## src/rtl/cu_pkg.sv

```systemverilog
// Shared types and defaults for the compute-unit read command arbiter.
package cu_pkg;

  localparam int unsigned CU_READ_ARB_NUM_REQUESTERS  = 4;
  localparam int unsigned CU_READ_ARB_MAX_OUTSTANDING = 16;

  localparam int unsigned CU_ID_BITS   = 8;
  localparam int unsigned CU_ADDR_BITS = 32;
  localparam int unsigned CU_TAG_BITS  = 8;

  typedef enum logic [1:0] {
    IDLE  = 2'd0,
    ARB   = 2'd1,
    DRAIN = 2'd2
  } cu_read_arb_state;

  typedef struct packed {
    logic                    valid;
    logic [CU_ID_BITS-1:0]   cu_id;
    logic [CU_ADDR_BITS-1:0] address;
    logic [CU_TAG_BITS-1:0]  tag;
  } CommandBufferLine;

  typedef struct packed {
    logic             valid;
    CommandBufferLine cmd;
  } ResponseBufferLine;

  typedef struct packed {
    logic alfull;
  } BufferStatus;

endpackage

```

## src/rtl/cu_read_command_arbiter_select.sv

```systemverilog
// Combinational round-robin pick: first eligible requester at or after ptr wins.
module cu_round_robin_select #(
  parameter int unsigned N        = 4,
  parameter int unsigned PTR_BITS = 2
) (
  input  logic [N-1:0]        eligible,
  input  logic [PTR_BITS-1:0] ptr,
  output logic [N-1:0]        grant,
  output logic [PTR_BITS-1:0] next_ptr
);

  int unsigned idx;
  logic        found;

  always_comb begin
    grant    = '0;
    next_ptr = ptr;
    found    = 1'b0;
    idx      = 0;
    for (int unsigned k = 0; k < N; k++) begin
      idx = (32'(ptr) + k) % N;
      if (!found && eligible[PTR_BITS'(idx)]) begin
        found                  = 1'b1;
        grant[PTR_BITS'(idx)]  = 1'b1;
        next_ptr               = (idx == N - 1) ? '0 : PTR_BITS'(idx + 1);
      end
    end
  end

endmodule

```

## src/rtl/cu_read_command_arbiter.sv

```systemverilog
// Round-robin arbiter sharing the read command buffer with per-requester credits.
// Optional grant statistics enabled by defining CU_READ_ARB_STATS_EN.
module cu_read_command_arbiter
  import cu_pkg::*;
#(
  parameter int unsigned NUM_REQUESTERS  = CU_READ_ARB_NUM_REQUESTERS,
  parameter int unsigned MAX_OUTSTANDING = CU_READ_ARB_MAX_OUTSTANDING,
  parameter int unsigned CNT_BITS        = $clog2(MAX_OUTSTANDING + 1)
) (
  input  logic                      clock,
  input  logic                      rstn,
  input  logic                      enabled_in,
  input  CommandBufferLine          command_in [NUM_REQUESTERS],
  output logic [NUM_REQUESTERS-1:0] grant_out,
  input  BufferStatus               read_command_buffer_status,
  output CommandBufferLine          read_command_out,
  input  ResponseBufferLine         read_response_in,
  output logic [CNT_BITS-1:0]       outstanding_out [NUM_REQUESTERS],
  output logic                      drained_out,
  output logic                      credit_error_out
`ifdef CU_READ_ARB_STATS_EN
  ,
  output logic [31:0]               grant_count_out [NUM_REQUESTERS]
`endif
);

  localparam int unsigned PTR_BITS = (NUM_REQUESTERS > 1) ? $clog2(NUM_REQUESTERS) : 1;

  cu_read_arb_state          state_q, state_d;
  logic [PTR_BITS-1:0]       rr_ptr_q, rr_ptr_next;
  logic [CNT_BITS-1:0]       cnt_q [NUM_REQUESTERS];
  logic [NUM_REQUESTERS-1:0] eligible, resp_hit, credit_err, grant;
  logic                      all_zero;
  CommandBufferLine          granted_line;
  logic                      unused_resp;

  // Only the response valid and cu_id matter for credit return.
  assign unused_resp = ^{read_response_in.cmd.valid, read_response_in.cmd.address,
                         read_response_in.cmd.tag};

  always_comb begin
    all_zero = 1'b1;
    for (int unsigned i = 0; i < NUM_REQUESTERS; i++) begin
      if (cnt_q[i] != '0) all_zero = 1'b0;
    end
  end

  always_comb begin
    state_d = state_q;
    case (state_q)
      IDLE:    if (enabled_in) state_d = ARB;
      ARB:     if (!enabled_in) state_d = DRAIN;
      DRAIN: begin
        if (enabled_in)    state_d = ARB;
        else if (all_zero) state_d = IDLE;
      end
      default: state_d = IDLE;
    endcase
  end

  // Enable is qualified combinationally so a falling enable stops grants that cycle.
  always_comb begin
    eligible   = '0;
    resp_hit   = '0;
    credit_err = '0;
    for (int unsigned i = 0; i < NUM_REQUESTERS; i++) begin
      eligible[i]   = (state_q == ARB) && enabled_in && !read_command_buffer_status.alfull &&
                      command_in[i].valid && (cnt_q[i] < CNT_BITS'(MAX_OUTSTANDING));
      resp_hit[i]   = read_response_in.valid &&
                      (read_response_in.cmd.cu_id == CU_ID_BITS'(i));
      credit_err[i] = resp_hit[i] && !grant[i] && (cnt_q[i] == '0);
    end
  end

  cu_round_robin_select #(
    .N        (NUM_REQUESTERS),
    .PTR_BITS (PTR_BITS)
  ) u_select (
    .eligible (eligible),
    .ptr      (rr_ptr_q),
    .grant    (grant),
    .next_ptr (rr_ptr_next)
  );

  assign grant_out = grant;

  always_comb begin
    granted_line = '0;
    for (int unsigned i = 0; i < NUM_REQUESTERS; i++) begin
      if (grant[i]) granted_line = command_in[i];
    end
    if (|grant) granted_line.valid = 1'b1;
  end

  always_ff @(posedge clock) begin
    if (rstn) begin
      state_q          <= IDLE;
      rr_ptr_q         <= '0;
      read_command_out <= '0;
      credit_error_out <= 1'b0;
    end else begin
      state_q          <= state_d;
      rr_ptr_q         <= rr_ptr_next;
      read_command_out <= granted_line;
      if (|credit_err) credit_error_out <= 1'b1;
    end
  end

  // Grant and matching response in the same cycle cancel out.
  always_ff @(posedge clock) begin
    for (int unsigned i = 0; i < NUM_REQUESTERS; i++) begin
      if (rstn) begin
        cnt_q[i] <= '0;
      end else if (grant[i] && !resp_hit[i]) begin
        cnt_q[i] <= cnt_q[i] + CNT_BITS'(1);
      end else if (!grant[i] && resp_hit[i] && (cnt_q[i] != '0)) begin
        cnt_q[i] <= cnt_q[i] - CNT_BITS'(1);
      end
    end
  end

  assign outstanding_out = cnt_q;
  assign drained_out     = (state_q == IDLE) && all_zero;

`ifdef CU_READ_ARB_STATS_EN
  always_ff @(posedge clock) begin
    for (int unsigned i = 0; i < NUM_REQUESTERS; i++) begin
      if (rstn)          grant_count_out[i] <= '0;
      else if (grant[i]) grant_count_out[i] <= grant_count_out[i] + 32'd1;
    end
  end
`endif

endmodule

```

## config.mk

```make
export PLATFORM = sky130hd
export DESIGN_NAME = cu_read_command_arbiter
export DESIGN_NICKNAME = d
export VERILOG_FILES = /design/src/rtl/cu_pkg.sv /design/src/rtl/cu_read_command_arbiter_select.sv /design/src/rtl/cu_read_command_arbiter.sv
export SDC_FILE = /design/constraint.sdc
export NUM_CORES = 1
export LEC_CHECK = 0
export BUFFER_PORTS_ARGS = -buffer_cell sky130_fd_sc_hd__clkbuf_2
export CORE_MARGIN = 8
export CORE_UTILIZATION = 38
export DETAILED_ROUTE_END_ITERATION = 10
export PLACE_DENSITY = 0.76
export SETUP_SLACK_MARGIN = 0.1
export SLEW_MARGIN = 30
export SYNTH_ARGS = -nofsm -noshare
export SYNTH_HDL_FRONTEND = slang
export SYNTH_SLANG_ARGS = --single-unit
```

## constraint.sdc

```tcl
create_clock -name clock -period 4.33 [get_ports clock]
set_input_delay 1.299 -clock clock [delete_from_list [all_inputs] [get_ports clock]]
set_output_delay 1.299 -clock clock [all_outputs]
set_load 0.05 [all_outputs]
```

==> metrics.md, run 1 <==
| Metric | Value |
|---|---|
| Status | complete, no violations |
| PD cells | between 200 and 300 nW/um^2 |
| Port Buffer Count | roughly 280 |
| Max cap viols | 0 |
| Setup TNS | 0 ps |
| Dpl hpwl | ~15000 microns |
| Htree depth | 3 |
| Placer Congestion | 0.8893 |
| Post-synthesis cell count | 502 |
| Flops & latches, synth | 74 |
| Remaining DRCs | 0 |
| Startpoint types | input pin |
| Largest net degree at the start of global routing | 51 |
| Post-Route Skew | 5.325 ps |
| CP cell instances | clkbuf_2 > nor2b_2 > mux4_2 > nand4_1 > a31oi_2 > or2_4 > buf_12 |
| Synth async-reset ratio | 0% |
| GRT overflow | 0 |
| DRT Wirelength | 19250 microns |
| TritonCTS clock tree | built |
| Post-synth cell types | 61 |
| Slowest CP cell | mux4_2 |
| Final slew viol count | 0 |
| CP arrival | 2880 ps |
| Netlist Area Pre-Place | 4606 sq um |
| Cts hold-fix bufs | 0 |
| Final nets | 1063 |
| Design Area, Final | 6777 sq um |
| Worst Setup End Kind | output port |
| First-pass GRT wire length | 29550 microns |
| Min-delay src | outstanding_out[7] |
| Gr usage total | 23.47% |
| Critical path required time | roughly 3000 ps |
| Die area | 15900 sq um |
| CP max stage delay | 560 ps |
| Post-synth EDFFs | 0 |
| DP Worst Slack | -10.41 ps |
| Post-route ant nets | 0 |
| RSZ-0062 raised after global routing | true |
| Critical path class | in2out |
| Syn Nets | 773 |
| Root Driver | clkbuf_16 |
| CTS Buffer Depth | 2 |
| Row cnt | 40 |
| I/O pin count | 325 |
| Ant. Diodes | 0 |
| Synth Area per Inst | ~9.2 sq um |
| Psw | 0.0006028 W |
| Reg power frac | 36.7% |
| Initial DRT Pass Iterations | 4 |
| Routed length per instance | 20.40 microns |
| Fin crit share | 96.43% |
| LEAKAGE | 3.040 nW |
| Worst slew pin tran | 573.8 ps |
| Worst R2R Path Depth | 15 |
| Max_slew headroom | 61.74% |
| Post-layout min period | approximately 4200 ps |
| Clock power share | between 30% and 40% |
| Setup slack, reg-to-reg | 540 ps |
| Hold Crit Class | reg2reg |
| Vias | 5479 |
| Layout area overhead | 47.13% |
| Final worst setup slack | 154.7 ps |
| Vias in the first global route | between 5000 and 6000 |
| Core area | 11910 sq um |
| TritonCTS Buffers | 9 |
| Clk slew on worst S/H paths | 60 ps |
| Starting Density | 38.67% |
| Largest fanout on the critical path | 5 |
| Synthesis warning total | 0 |
| Part of the power in combinational logic | 24.2% |
| Number of vias per cell | around 5.8 |
| Layout cell share with drive strength beyond 1 | 47.43% |
| Final Hold Vio Count | 0 |
| FF/Latch Area | ~1500 sq um |
| Setup violators final | 0 |
| Sw frac | 30.43% |
| Die Wd | 126.1 microns |
| Int Pwr | 0.001378 W |
| Clock sink total | 74 |
| Initial antenna violation count | 1 |
| Reg-to-reg critical path endpoint | outstanding_out[4] |
| Hold path depth | 2 |
| Fmax | about 240 MHz |
| Die Y | 126.1 microns |
| Hold endpoint | outstanding_out[7] |
| DP Area | 6386 sq um |
| Dominant synthesized flop cell | dfxtp_1 |
| DR iter-0 viols | roughly 440 |
| Clk_lat worst skew | between 300 and 400 ps |
| Worst vdd ir | 0.0001870 V |
| Reg2reg start | rr_ptr_q[1] |
| FILL cells | 1116 |
| Multi-input gate area | 2982 sq um |
| Sequential share of the synthesized area | between 30% and 40% |
## worst max-delay path, delay by kind of cell
family / cells / cell delay, ps
buffers and inverters: 2 / 260
AND/OR/NAND/NOR: 3 / 620
multiplexers: 1 / 560
AO/OA/AOI/OAI: 1 / 140
## Yosys cell counts (2+ instances only)
cell type / number / area [sq um]
dfxtp_1: 74 / 1481
o21ai_0: 62 / 310.3
a221oi_1: 49 / 429.2
o2bb2ai_1: 48 / 420.4
clkbuf_1: 25 / 93.84
nor2_1: 22 / 82.58
nor3_1: 20 / 100.1
a21oi_1: 18 / 90.09
ha_1: 17 / 212.7
buf_2: 13 / 65.06
nor2b_1: 11 / 68.82
nand4_1: 10 / 62.56
inv_1: 9 / 33.78
nand3_1: 9 / 45.04
nand2_1: 8 / 30.03
a21o_1: 7 / 52.55
mux4_2: 6 / 135.1
inv_2: 5 / 18.77
o21a_1: 5 / 37.54
or4_1: 5 / 37.54
xor2_1: 5 / 43.79
fa_1: 4 / 80.08
mux2_1: 4 / 45.04
mux2i_1: 4 / 40.04
nand2b_4: 4 / 55.05
nand4b_1: 4 / 35.03
nor3b_1: 4 / 30.03
a31oi_1: 3 / 18.77
o21ai_1: 3 / 15.01
o41ai_1: 3 / 26.28
or3_1: 3 / 18.77
xnor2_1: 3 / 26.28
a211oi_1: 2 / 15.01
nand2b_1: 2 / 12.51
nor4_1: 2 / 12.51
nor4_4: 2 / 42.54
nor4b_1: 2 / 17.52
o22ai_2: 2 / 25.02
## worst max path at each step
stage / startpoint / end / cells after the start
after floorplan: command_in[195] / outstanding_out[4] / 14
after CTS: command_in[195] / grant_out[1] / 7
after global routing: command_in[195] / grant_out[2] / 9
after global placement: command_in[195] / outstanding_out[9] / 11
after detailed placement: command_in[195] / outstanding_out[9] / 11
final: command_in[195] / grant_out[1] / 7
## power by group through the flow
stage                     Clock, W  Sequential (W)  Combinational (W)
after global routing      0.000822        0.000729           0.000516
after global placement           0        0.000740           0.000466
after floorplan                  0        0.000830           0.000193
final                     0.000775        0.000726           0.000480
after CTS                 0.000791        0.000726           0.000478
after detailed placement         0        0.000741           0.000472
## cell families (layout without fill, tap and decap cells)
| logic type | count (synthesis) | count (layout) | share of synthesized area [%] |
|---|---|---|---|
| mux | 15 | 15 | 5.107 |
| fa+ha+maj | 21 | 21 | 6.357 |
| buf+inv | 54 | 349 | 4.917 |
| compound gates | 210 | 210 | 33.33 |
| xor+xnor | 8 | 8 | 1.521 |
| flops | 74 | 74 | 32.17 |
| simple gates | 120 | 120 | 16.60 |
## per-stage QoR
stage	hold WS, ps	util [%]	total power (W)	cells
detailed placement	477.7	53.61	0.001213	923
global route	537.7	56.89	0.002067	944
floorplan	485.0	-	0.001023	502
global placement	477.2	53.61	0.001206	923
finish	488.7	56.89	0.001981	944
CTS	489.8	56.48	0.001994	942
## flip-flops by register name (all words and copies together), names as in the netlist
register          flops
rr_ptr_q              2
read_command_out     49
credit_error_out      1
outstanding_out      20
state_q               2
## layer usage
layer	share of wire (%)	routed length (microns)	GRT usage [%]
met3	7.5	1438	6.329
met2	51	9810	40.37
met4	3.9	751	12.81
met1	38	7241	25.85
met5	0.062	12	0
## layout by cell type (no fill, tap or decap), types with 3 or more instances in the layout
cell type	n
nor2b_1	9
xor2_1	5
a21o_1	7
nand3_1	9
mux2i_1	4
fa_1	4
o21ai_1	3
buf_4	34
or3_1	3
o2bb2ai_1	48
a221oi_1	49
xnor2_1	3
buf_12	6
nor3_1	18
nand4b_1	4
nor2_1	19
mux4_2	6
o21ai_0	62
dfxtp_1	74
mux2_1	4
inv_2	5
nand2b_4	4
clkbuf_2	279
inv_1	9
nor3b_1	4
nand2_1	7
clkbuf_16	9
o41ai_1	3
nand4_1	10
a21oi_1	15
or4_1	5
ha_1	17
o21a_1	5
a21oi_2	3
## cell type report
class                           instances  share of cell area (%)
Inverter                               14                  0.7755
Tap cell                              147                   2.714
Multi-Input combinational cell        374                   44.00
Clock buffer                           12                   3.785
Sequential cell                        74                   21.86
Clock inverter                          4                  0.7201
Timing Repair Buffer                  319                   26.14
## timing repair
item	in CTS	in global routing
endpoints found under the setup margin	3	4
pin swaps	1	1
resized for setup	3	11
setup buffers	3	2
No activity file was read; power rests on OpenSTA's default activity.
==> run 2, diff against run 1 <==
- BUFFER_PORTS_ARGS: -buffer_cell sky130_fd_sc_hd__clkbuf_2 -> -buffer_cell sky130_fd_sc_hd__buf_2
==> run 2 against run 1 <==
Combinational power down 0.8%; worst setup slack worse by 25 ps; total power down 1.7%; die area unchanged; final cell count down 0.21%; worst hold slack better by 21 ps; routed wire length down 1.1%; register-to-register slack worse by 40 ps; critical path depth up 1; clock skew down 1.1 ps; first-iteration DRC count down 35%; clock-buffer cell count down 2; highest routed layer is now met4.
==> metrics.md, run 2 (synthesized netlist as in run 1, its figures left out) <==
| Metric | Value |
|---|---|
| Largest fanout on the critical path | 5 (unchanged) |
| Slowest CP cell | mux4_2 |
| Post-layout min period | 4200 ps (+25.17 ps) |
| Setup violators final | 0 (unchanged) |
| Int Pwr | 0.001345 W (-2.4%) |
| Initial DRT Pass Iterations | 7 (+3) |
| GRT busiest layer | met2 |
| FILL cells | 1120 (+0.36%) |
| Post-route ant nets | 0 (unchanged) |
| Met1 Resource Use GR | 25.57% (-0.28 points) |
| Vias | 5392 (-1.6%) |
| Critical path class | in2out |
| Setup TNS | 0 ps (unchanged) |
| Root Driver | clkbuf_16 |
| DR iter-0 viols | 285 (-35%) |
| Vias in the first global route | 5395 (-1.5%) |
| GR met2 Demand/Resource | 41.70% (+1.3 points) |
| RSZ-0062 raised after global routing | true |
| Die Wd | 126.1 microns (unchanged) |
| Setup slack, reg-to-reg | 500 ps (-40 ps) |
| CP arrival | 2900 ps (+20 ps) |
| Total power | 0.001948 W (-1.7%) |
| Final slew viol count | 0 (unchanged) |
| Fmax | 238.1 MHz (-0.60%) |
| Most frequent cells in the layout | buf_2 (279), dfxtp_1 (74), o21ai_0 (62), a221oi_1 (49), o2bb2ai_1 (48) |
| Number of vias per cell | 5.724 (-1.4%) |
| Final nets | 1060 (-0.28%) |
| Hold WS | 509.9 ps (+21.27 ps) |
| Hold Crit Class | reg2reg |
| Largest net degree at the start of global routing | 51 (unchanged) |
| Multi-input gate area | 2975 sq um (-0.21%) |
| Htree depth | 3 (unchanged) |
| Initial antenna violation count | 1 (unchanged) |
| Clk_lat worst skew | 330 ps (about the same) |
| Reg power frac | 37.2% (+0.5 points) |
| Routed length per instance | 20.20 microns (-0.94%) |
| Core area | 11910 sq um (unchanged) |
| Placer Congestion | 0.8893 (unchanged) |
| CP cell instances | buf_2 > nor2b_2 > mux4_2 > a2bb2oi_4 > a2bb2oi_4 > nor2_2 > inv_2 > clkbuf_4 |
| CP max stage delay | 570 ps (about the same) |
| Clock power share | 38.4% (-0.7 points) |
| Met3 Resource Use GR | 5.865% (-0.46 points) |
| Worst slew pin tran | 746.4 ps (+172.5 ps) |
| Status | complete, no violations |
| I/O pin count | 325 (unchanged) |
| Worst vdd ir | 0.0001726 V (-7.7%) |
| Post-Route Skew | 4.237 ps (-1.088 ps) |
| Max_slew headroom | 50.24% (-12 points) |
| Starting Density | 38.67% (unchanged) |
| Layout area overhead | 45.59% |
| Layout cell share with drive strength beyond 1 | 46.73% (-0.70 points) |
| Max cap viols | 0 (unchanged) |
| Port Buffer Count | 283 (unchanged) |
| Remaining DRCs | 0 (unchanged) |
| Startpoint types | input pin |
| Worst Setup End Kind | output port |
| CTS Buffer Depth | 2 (unchanged) |
| Die area | 15900 sq um (unchanged) |
| Clk slew on worst S/H paths | 60 ps (about the same) |
| Most common cell after layout, fill and taps aside | buf_2 |
| Part of the power in combinational logic | 24.4% (+0.2 points) |
| DRT Wirelength | 19030 microns (-1.1%) |
| GRT overflow | 0 (unchanged) |
| First-pass GRT wire length | 29350 microns (-0.65%) |
| Gr usage total | 23.24% (-0.22 points) |
| Sw frac | 30.97% (+0.54 points) |
| TritonCTS clock tree | built |
| Most flop-heavy register | read_command_out |
| Final Hold Vio Count | 0 (unchanged) |
| FF/Latch Area | 1481 sq um (unchanged) |
| Psw | 0.0006033 W (about the same) |
| Max reg flops | 49 (unchanged) |
| Die Y | 126.1 microns (unchanged) |
| Critical path required time | 3030 ps (about the same) |
| LEAKAGE | 3.027 nW (-0.42%) |
| PD cells | 290.5 nW/um^2 (-0.63%) |
| TritonCTS Buffers | 9 (unchanged) |
| Critical Path Most Common Cell | a2bb2oi_4 |
| Clock sink total | 74 (unchanged) |
| Fin crit share | 97.01% (+0.58 points) |
| Dpl hpwl | 14890 microns (-0.66%) |
| Row cnt | 40 (unchanged) |
## run 2: final timing paths
check | start | to | depth (start not counted)
max | command_in[195] | grant_out[3] | 8
min | outstanding_out[3] | outstanding_out[3] | 2
max reg2reg | rr_ptr_q[1] | outstanding_out[9] | 12
min reg2reg | outstanding_out[3] | outstanding_out[3] | 2
## run 2: through the flow
stage	instance area (sq um)	util, %	setup slack (ps)	std cells
after floorplan	4619	-	128.1	502
after global placement	6351	53.32	2.949	924
after detailed placement	6351	53.32	-39.51	924
after CTS	6660	55.91	93.86	940
after global routing	6705	56.29	66.95	942
final	6705	56.29	129.5	942
## run 2: cell type report
cell class | count | area share, %
multi-input cells | 374 | 44.37
repair buffers | 316 | 25.58
inverters | 14 | 0.7837
well taps | 147 | 2.743
flip-flops and latches | 74 | 22.09
clock inverters | 6 | 0.9703
clock buffers | 10 | 3.415
diodes | 1 | 0.03732
## run 2: power groups by stage
stage          combinational, W  clock (W)  sequential [W]
6_report               0.000476   0.000747        0.000725
2_1_floorplan          0.000193          0        0.000830
3_5_place_dp           0.000470          0        0.000740
4_1_cts                0.000472   0.000770        0.000725
3_3_place_gp           0.000462          0        0.000739
5_1_grt                0.000514   0.000803        0.000728
## run 2: timing repair
item / CTS / global route
resized for setup: 4 / 9
buffers inserted: 0 / 1
setup endpoints to repair: 4 / 4
hold buffers: 0 / 0
gates cloned: 0 / 0
pin swaps: 0 / 1
## run 2: routing by layer
layer  vias to the layer above  part of all wire [%]  wire length (microns)
met5                         -                     0                      0
met4                         0                   2.6                    488
met3                        37                   7.4                   1412
met2                       244                    52                   9975
met1                      2540                    38                   7155
li1                       2571                     -                      -
## run 2: critical path: cells and delay by family
kind | cells | cell delay [ps]
buffers and inverters | 3 | 410
AO/OA/AOI/OAI | 2 | 290
AND/OR/NAND/NOR | 2 | 320
multiplexers | 1 | 570
==> run 3, diff against run 2 <==
- CORE_AREA: unset -> 8 8 121 123
- CORE_MARGIN: 8 -> unset
- CORE_UTILIZATION: 38 -> unset
- CTS_BUF_LIST: unset -> sky130_fd_sc_hd__clkbuf_2
- DIE_AREA: unset -> 0 0 129 131
- PLACE_DENSITY: 0.76 -> 0.73
==> run 3 against run 2 <==
Routed wire length is 1.3% lower; critical path depth is 1 higher; cell area is 1.1% lower; sequential share of layout area is 0.30 points higher; non-clock buffer count is 3 higher; clock-buffer cell count is 1 lower; clock power is 35% lower; utilization is 4.8 points lower; sequential cell count stayed put; maximum frequency is 0.61% higher; worst hold slack better by 6.3 ps; critical path type unchanged; largest power group is now sequential cells; highest routed layer unchanged.
==> metrics.md, run 3 (synthesized netlist as in run 1, its figures left out) <==
| Metric | Value |
|---|---|
| Status | complete, no violations |
| WP buf/inv | 5 (+2) |
| Final nets | 1063 (+0.28%) |
| TritonCTS Buffers | 9 (unchanged) |
| Layout cell share with drive strength beyond 1 | 47.43% (+0.70 points) |
| Worst vdd ir | 0.0001529 V (-11%) |
| Gr usage total | 21.31% (-1.9 points) |
| Remaining DRCs | 0 (unchanged) |
| Fmax | 239.5 MHz (+0.61%) |
| Htree depth | 3 (unchanged) |
| DP Worst Slack | -108.5 ps (-68.95 ps) |
| Critical path required time | 3030 ps (about the same) |
| Setup TNS | 0 ps (unchanged) |
| Placer Congestion | 0.8215 (-7.6%) |
| Largest fanout on the critical path | 4 (-1) |
| Port Buffer Count | 283 (unchanged) |
| Slowest CP cell | or4b_4 |
| Final slew viol count | 0 (unchanged) |
| Starting Density | 35.77% (-2.9 points) |
| Post-Route Skew | 33.15 ps (+28.92 ps) |
| Startpoint types | input pin |
| Row cnt | 42 (+5.0%) |
| GRT overflow | 0 (unchanged) |
| CP delay by family, top | simple AND/OR/NAND/NOR gates |
| Initial antenna violation count | 2 (+1) |
| Most flop-heavy register | read_command_out |
| Core area | 12870 sq um (+8.1%) |
| TritonCTS clock tree | built |
| Clk slew on worst S/H paths | 230 ps (+170 ps) |
| Setup violators final | 0 (unchanged) |
| LEAKAGE | 2.990 nW (-1.2%) |
| Setup slack, reg-to-reg | 720 ps (+220 ps) |
| Vias in the first global route | 5349 (-0.85%) |
| Root Driver | clkbuf_2 |
| Clock sink total | 74 (unchanged) |
| Largest net degree at the start of global routing | 51 (unchanged) |
| Post-route ant nets | 0 (unchanged) |
| DRT Wirelength | 18780 microns (-1.3%) |
| Worst Setup End Kind | output port |
| Most frequent cells in the layout | buf_2 (279), dfxtp_1 (73), o21ai_0 (62), a221oi_1 (49), o2bb2ai_1 (48) |
| Worst slew pin tran | 764.4 ps (+17.99 ps) |
| Layout area overhead | 44.01% |
| Die Y | 131 microns (+3.9%) |
| Number of vias per cell | 5.537 (-3.3%) |
| Vias | 5399 (+0.13%) |
| Clk_lat worst skew | 570 ps (+240 ps) |
| Die Wd | 129 microns (+2.3%) |
| First-pass GRT wire length | 28080 microns (-4.3%) |
| PD cells | 254.2 nW/um^2 (-13%) |
| I/O pin count | 325 (unchanged) |
| Dpl hpwl | 14760 microns (-0.90%) |
| Routed length per instance | 19.26 microns (-4.7%) |
| Max_slew headroom | 49.04% (-1.2 points) |
| Final Hold Vio Count | 0 (unchanged) |
| Cts hold-fix bufs | 0 (unchanged) |
| Initial DRT Pass Iterations | 5 (-2) |
| CP arrival | 2880 ps (-20 ps) |
| Fin crit share | 96.42% (-0.59 points) |
| DR iter-0 viols | 334 (+17%) |
| Max reg flops | 49 (unchanged) |
| CTS Buffer Depth | 2 (unchanged) |
| Final worst setup slack | 155.1 ps (+25.61 ps) |
| Max cap viols | 0 (unchanged) |
| Hold WS | 516.2 ps (+6.271 ps) |
| Die area | 16900 sq um (+6.3%) |
| RSZ-0062 raised after global routing | true |
| CP max stage delay | 520 ps (-50 ps) |
| Post-layout min period | 4175 ps (-25.61 ps) |
| CP cell instances | buf_2 > inv_1 > or4b_4 > buf_4 > nor3_1 > a31oi_2 > nor2_4 > inv_2 > clkbuf_4 |
| Most common cell after layout, fill and taps aside | buf_2 |
| Hold Crit Class | reg2reg |
| Critical path class | in2out |
[run 3: cell types whose count changed in the layout (fill, tap and decap cells not counted), moves of 2 or more]
cell       change
buf_4          +2
clkbuf_2       +9
nor2b_1        -2
nor2b_2        +2
clkinv_2       -2
clkbuf_16      -9
[run 3: per-layer routing]
layer	wire, microns	global-route usage (%)
met1	7240	24.82
met2	9549	35.96
met3	1559	5.763
met4	432	9.675
met5	0	0
[run 3: metrics by stage]
step | util [%] | total power [W] | cell area (sq um) | instances
CTS | 50.98 | 0.001701 | 6564 | 972
floorplan | - | 0.001023 | 4619 | 502
global route | 51.52 | 0.001775 | 6633 | 975
detailed placement | 49.61 | 0.001208 | 6387 | 955
global placement | 49.61 | 0.001202 | 6387 | 955
finish | 51.52 | 0.001686 | 6633 | 975
[run 3: power by group]
part           switching [W]  leakage, nW  internal, W  total [W]
combinational       0.000288         2.30     0.000190   0.000478
sequential         0.0000159        0.601     0.000710   0.000726
clock               0.000284       0.0860     0.000198   0.000482
[run 3: final timing paths]
check / start / endpoint / depth (start not counted)
max reg2reg: rr_ptr_q[0] / outstanding_out[9] / 11
max: enabled_in / grant_out[2] / 9
min reg2reg: outstanding_out[18] / outstanding_out[18] / 2
min: outstanding_out[18] / outstanding_out[18] / 2
[run 3: repair_timing]
item,4_1_cts,5_1_grt
gates resized for setup,7,15
endpoints found under the setup margin,4,4
buffers inserted,1,1
pin swaps,1,3
[run 3: worst reg2reg max path: stages (launching register included)]
cell and delay [ps]:
dfxtp_1 430, inv_4 90, ha_2 450, mux4_2 460, nand4_1 160, a31oi_2 140
o21ai_1 450, ha_1 350, a21o_1 190, a21oi_1 200, mux2i_1 250, mux2_1 330
[run 3: final cells by class]
type | count | area, sq um
Multi-Input combinational cell | 374 | 2992
Timing Repair Buffer | 319 | 1729
Antenna cell | 2 | 5.005
Sequential cell | 74 | 1485
Clock inverter | 7 | 101.3
Fill cell | 1254 | 6242
Inverter | 14 | 55.05
Clock buffer | 9 | 45.04
Tap cell | 176 | 220.2
